`config.mk`:
```
export PLATFORM = sky130hd
export DESIGN_NAME = aes_bist_ctrl
export DESIGN_NICKNAME = d
export VERILOG_FILES = /design/src/rtl/aes_bist_pkg.sv /design/src/rtl/aes_bist_ctrl.sv
export SDC_FILE = /design/constraint.sdc
export NUM_CORES = 1
export LEC_CHECK = 0
export CAP_MARGIN = 5
export CORE_MARGIN = 1
export CORE_UTILIZATION = 60
export DETAILED_ROUTE_END_ITERATION = 6
export GPL_TIMING_DRIVEN = 0
export PLACE_DENSITY_LB_ADDON = 0.08
export SYNTH_ARGS = -nofsm -noshare
export SYNTH_HDL_FRONTEND = slang
export SYNTH_SLANG_ARGS = --single-unit
```
`constraint.sdc`:
```
create_clock -name clk -period 6.1 [get_ports clk]
set_clock_uncertainty 0.15 [all_clocks]
set_input_delay 0.61 -clock clk [delete_from_list [all_inputs] [get_ports clk]]
set_output_delay 0.61 -clock clk [all_outputs]
set_load 0.03 [all_outputs]
```
`src/rtl/aes_bist_pkg.sv`:
```
// Shared types and constants for the AES BIST sequencer.
// Pure declarations; no timing or flow control of its own.
package aes_bist_pkg;

  typedef enum logic [2:0] {
    ST_IDLE,
    ST_RESET,
    ST_RUN,
    ST_COMPARE,
    ST_REPORT
  } bist_state_t;

  localparam int SIG_W  = 8;
  localparam int CYC_W  = 16;
  localparam int DONE_W = 8;

  localparam logic [SIG_W-1:0] AES_BIST_GOLDEN = 8'hC0;

endpackage

```
`src/rtl/aes_bist_ctrl.sv`:
```
// AES BIST sequencer: core reset, LFSR/MISR run, signature compare, pass/fail report.
// done rises RST_CYCLES+RUN_CYCLES+2 edges after start is sampled; held in REPORT until start drops.
module aes_bist_ctrl
  import aes_bist_pkg::*;
#(
  parameter logic [SIG_W-1:0] GOLDEN_SIG = AES_BIST_GOLDEN,
  parameter int               RST_CYCLES = 2,
  parameter int               RUN_CYCLES = 64,
  parameter int               EXP_DONES  = 0
) (
  input  logic             clk,
  input  logic             rst,
  input  logic             start,
  input  logic             abort,
  input  logic             dut_done,
  input  logic [SIG_W-1:0] sig_in,
  output logic             is_bist,
  output logic             en_lsfr_misr,
  output logic             dut_rst,
  output logic             busy,
  output logic             done,
  output logic             pass,
  output logic [SIG_W-1:0] sig_out
);

  localparam logic [CYC_W-1:0] RST_LAST = CYC_W'(RST_CYCLES - 1);
  localparam logic [CYC_W-1:0] RUN_LOAD = CYC_W'(RUN_CYCLES - 1);

  if (RUN_CYCLES < 1 || RUN_CYCLES > 65535) begin : g_bad_run_cycles
    $error("aes_bist_ctrl: RUN_CYCLES must be in 1..65535");
  end
  if (RST_CYCLES < 1 || RST_CYCLES > 15) begin : g_bad_rst_cycles
    $error("aes_bist_ctrl: RST_CYCLES must be in 1..15");
  end

  bist_state_t       state_q, state_d;
  logic [CYC_W-1:0]  cyc_cnt_q, cyc_cnt_d;
  logic [DONE_W-1:0] done_cnt_q, done_cnt_d;
  logic              start_q;
  logic              armed_q, armed_d;
  logic              dut_done_q;
  logic              is_bist_q, is_bist_d;
  logic              en_q, en_d;
  logic              dut_rst_q, dut_rst_d;
  logic              busy_q, busy_d;
  logic              done_q, done_d;
  logic              pass_q, pass_d;
  logic [SIG_W-1:0]  sig_q, sig_d;

  always_comb begin
    state_d    = state_q;
    cyc_cnt_d  = cyc_cnt_q;
    done_cnt_d = done_cnt_q;
    armed_d    = armed_q;
    pass_d     = pass_q;
    sig_d      = sig_q;

    case (state_q)
      ST_IDLE: begin
        // A launch needs start to have been seen low first, so a held start never relaunches.
        if (!start) armed_d = 1'b1;
        if (start_q && armed_q) begin
          state_d    = ST_RESET;
          cyc_cnt_d  = '0;
          done_cnt_d = '0;
          armed_d    = 1'b0;
        end
      end
      ST_RESET: begin
        if (cyc_cnt_q == RST_LAST) begin
          state_d   = ST_RUN;
          cyc_cnt_d = RUN_LOAD;
        end else begin
          cyc_cnt_d = cyc_cnt_q + 1'b1;
        end
      end
      ST_RUN: begin
        if (dut_done && !dut_done_q && (done_cnt_q != {DONE_W{1'b1}})) begin
          done_cnt_d = done_cnt_q + 1'b1;
        end
        if (cyc_cnt_q == '0) state_d = ST_COMPARE;
        else                 cyc_cnt_d = cyc_cnt_q - 1'b1;
      end
      ST_COMPARE: begin
        sig_d   = sig_in;
        pass_d  = (sig_in == GOLDEN_SIG) &&
                  ((EXP_DONES == 0) || (done_cnt_q == DONE_W'(EXP_DONES)));
        state_d = ST_REPORT;
      end
      ST_REPORT: begin
        if (!start) begin
          state_d = ST_IDLE;
          armed_d = 1'b1;
        end
      end
      default: state_d = ST_IDLE;
    endcase

    // Abort discards the run in progress but keeps the last reported result.
    if (abort) begin
      state_d = ST_IDLE;
      armed_d = armed_q;
      pass_d  = pass_q;
      sig_d   = sig_q;
    end

    is_bist_d = (state_d != ST_IDLE);
    en_d      = (state_d == ST_RUN);
    dut_rst_d = (state_d == ST_RESET);
    busy_d    = (state_d == ST_RESET) || (state_d == ST_RUN) || (state_d == ST_COMPARE);
    done_d    = (state_d == ST_REPORT);
  end

  always_ff @(posedge clk or negedge rst) begin
    if (!rst) begin
      state_q    <= ST_IDLE;
      cyc_cnt_q  <= '0;
      done_cnt_q <= '0;
      start_q    <= 1'b0;
      armed_q    <= 1'b0;
      dut_done_q <= 1'b0;
      is_bist_q  <= 1'b0;
      en_q       <= 1'b0;
      dut_rst_q  <= 1'b0;
      busy_q     <= 1'b0;
      done_q     <= 1'b0;
      pass_q     <= 1'b0;
      sig_q      <= '0;
    end else begin
      state_q    <= state_d;
      cyc_cnt_q  <= cyc_cnt_d;
      done_cnt_q <= done_cnt_d;
      start_q    <= start;
      armed_q    <= armed_d;
      dut_done_q <= dut_done;
      is_bist_q  <= is_bist_d;
      en_q       <= en_d;
      dut_rst_q  <= dut_rst_d;
      busy_q     <= busy_d;
      done_q     <= done_d;
      pass_q     <= pass_d;
      sig_q      <= sig_d;
    end
  end

  assign is_bist      = is_bist_q;
  assign en_lsfr_misr = en_q;
  assign dut_rst      = dut_rst_q;
  assign busy         = busy_q;
  assign done         = done_q;
  assign pass         = pass_q;
  assign sig_out      = sig_q;

endmodule

```
==> flow_metrics.py <==
metrics = {
    "run_status": {
        "status": "finished, final reports clean",
    },
    "drt": {
        "first_iter_violations": 244,
        "routed-via-count": 2265,
        "detail-route-antenna-nets": 0,
        "wl_um": 5930,
        "drc": 0,
        "wl_per_cell_um": 17.2,
        "firstDrtPassIters": 6,
        "via_per_inst": 6.57,
    },
    "clock_network": {
        "clockBufferDepth": 2,
        "cts_resized": 0,
        "numCtsBuffers": 5,
        "cts.sinks": 35,
        "postCtsSetupRepairBufs": 0,
        "insertion_delay_ns": 0.29,
        "htreeDepth": 2,
        "ctsHoldBuffers": 0,
        "clockRootBuffer": "clkbuf_8",
        "clk_pin_slew_ns": 0.07,
        "cts_tree": "done",
    },
    "setup_path": {
        "start_kind": "register",
        "worstSetupEndpointType": "register",
        "cp-startpoint": "cyc_cnt_q[1]",
        "worstSetupPathType": "register to register",
        "r2r_start": "cyc_cnt_q[1]",
        "critPathArrivalTime_ns": 3.09,
        "crit_fanout": 9,
        "cp.required_ns": 6.11,
    },
    "die": {
        "die_height_um": 64.1,
        "start_util_pct": 62.7,
        "rows": 22,
        "fp.dieW_um": 64.1,
        "coreArea_um2": 3690,
        "io_pins": 27,
        "dieArea_um2": 4100,
    },
    "finish": {
        "final_common_cell": "dfrtp_1",
        "final_cell_area_um2": 2710,
        "drive_above_1_share_pct": 13.5,
        "diodes": 0,
        "fin_util_pct": 73.5,
        "fillCellCount": 279,
        "mostFrequentLayoutCells": "35 x dfrtp_1, 23 x clkdlybuf4s50_1, 22 x o21ai_0",
        "finalNetCount": 313,
        "area_growth_syn_to_layout_pct": 17.3,
    },
    "placed_design": {
        "dp_slack_ns": 3.12,
        "dpl.hpwl_um": 4170,
        "io_buffers": 24,
        "place.gp.congestion": 0.959,
        "placed_cell_area_um2": 2610,
    },
    "logic_synthesis": {
        "yosysWarnings": 0,
        "synth-seq-cells": 35,
        "ys_async_sr_fraction_pct": 100,
        "ys_types": 57,
        "ys_seq_area_share_pct": 37.9,
        "synth-edff-count": 0,
        "syn_inst": 264,
        "ys.flop_type": "dfrtp_1",
        "syn_nets": 281,
        "postSynthAreaPerCell_um2": 8.75,
        "syn_area_um2": 2310,
    },
    "pwr": {
        "powerDensity_nw_per_um2": 459,
        "finalPower_mw": 1.24,
        "p_leak_nw": 1.06,
        "ir_drop_v": 0.000265,
    },
    "timing": {
        "rsz0062_at_grt": "no",
        "fin_crit_sh_pct": 50.5,
        "slew_viol_final": 0,
        "max_slew_margin_pct": 30.5,
        "setup_violations": 0,
        "tns_ns": 0,
        "fin_ws_ns": 3.02,
        "min_period_ns": 3.08,
        "worst_slew_pin_slew_ns": 1.04,
        "max_freq_mhz": 325,
        "finalHoldViolCount": 0,
    },
    "min_path": {
        "hp-class": "primary input to asynchronous set/reset pin",
    },
    "grt": {
        "globalRouteMet2Util_pct": 48.8,
        "antenna_found_initial": 0,
        "track_usage_pct": 31.8,
        "met3_usage_pct": 6.96,
        "first_global_vias": 2038,
        "use_met1_pct": 44.9,
        "busiest_layer": "met2",
        "grt_max_degree": 36,
        "grt_pass1_wl_um": 9950,
        "grt_overflow": 0,
    },
    "job": {
        "max_cap_viol_count": 0,
    },
}
[flip-flops by register name (all words and copies together), names as in the netlist]
register / count
armed_q: 1
busy: 1
cyc_cnt_q: 16
done: 1
dut_rst: 1
en_lsfr_misr: 1
is_bist: 1
pass: 1
sig_out: 8
start_q: 1
state_q: 3
[report_power, final]
part,internal (mW),switching (mW)
Clock,0.0921,0.0881
Sequential,0.287,0.0463
Combinational,0.277,0.452
[logic make-up after synthesis]
group	Yosys count	share of synthesized area, %
compound gates	78	23.6
xor+xnor	1	0.379
fa+ha+maj	4	2.17
buf+inv	31	6.01
flops	35	37.9
mux	9	4.33
simple gates	106	25.6
[critical path, cell delays in order (launching register included)]
cell and delay, ns:
dfrtp_1 0.48, inv_1 0.15, ha_1 0.18, or4b_2 0.62, nor4_2 0.72, nor2_2 0.25, a211oi_1 0.27, a22oi_1 0.13
[worst paths after layout]
check / end / slack [ns] / depth (start not counted)
max reg2reg: cyc_cnt_q[12] / 3.02 / 7
min in group clk: sig_out[1] / 0.36 / 1
min reg2reg: sig_out[1] / 0.36 / 1
max: cyc_cnt_q[12] / 3.02 / 7
max in group asynchronous: cyc_cnt_q[0] / 5.07 / 1
min: sig_out[1] / 0.24 / 1
[per-layer routing]
metal | share of wire [%] | vias to the layer above
li1 | - | 1062
met1 | 44 | 1074
met2 | 46 | 118
met3 | 8.7 | 11
met4 | 1.2 | 0
met5 | 0 | -
[final cells by class]
| cell class | count | area (µm²) | share of cell area [%] |
|---|---|---|---|
| Multi-Input combinational cell | 198 | 1300 | 47.8 |
| Clock inverter | 2 | 16.3 | 0.600 |
| Buffer | 21 | 101 | 3.74 |
| Tap cell | 48 | 60.1 | 2.22 |
| Timing Repair Buffer | 25 | 240 | 8.86 |
| Inverter | 10 | 37.5 | 1.39 |
| Clock buffer | 6 | 82.6 | 3.05 |
| Sequential cell | 35 | 876 | 32.3 |
[cell usage after synthesis, drive strengths merged (2+ instances only)]
cell / n / area (µm²)
inv: 10 / 37.5
and2: 4 / 25.0
a31oi: 4 / 25.0
ha: 4 / 50.1
mux2: 8 / 90.1
a22oi: 2 / 15.0
or3b: 3 / 26.3
nor2: 19 / 76.3
nor3: 17 / 90.1
or3: 6 / 37.5
nor2b: 2 / 12.5
a21oi: 11 / 55.1
nand2: 15 / 56.3
a41oi: 2 / 17.5
clkbuf: 16 / 61.3
a211oi: 4 / 35.0
o22ai: 3 / 18.8
nor4: 9 / 62.6
nand3: 9 / 45.0
o32ai: 2 / 17.5
o21bai: 3 / 37.5
a211o: 2 / 17.5
nor3b: 3 / 22.5
o21ai: 22 / 110
and3: 2 / 12.5
o31ai: 8 / 60.1
dfrtp: 35 / 876
nand4: 10 / 62.6
buf: 5 / 40.0
o31a: 4 / 35.0
or4: 4 / 37.5
[stage by stage]
step | std cells | hold WS, ns
2_1_floorplan | 264 | 0.164
3_3_place_gp | 336 | 0.339
3_5_place_dp | 336 | 0.345
4_1_cts | 344 | 0.260
5_1_grt | 345 | 0.300
6_report | 345 | 0.241
Note: power is estimated with default switching activity, not from simulation.
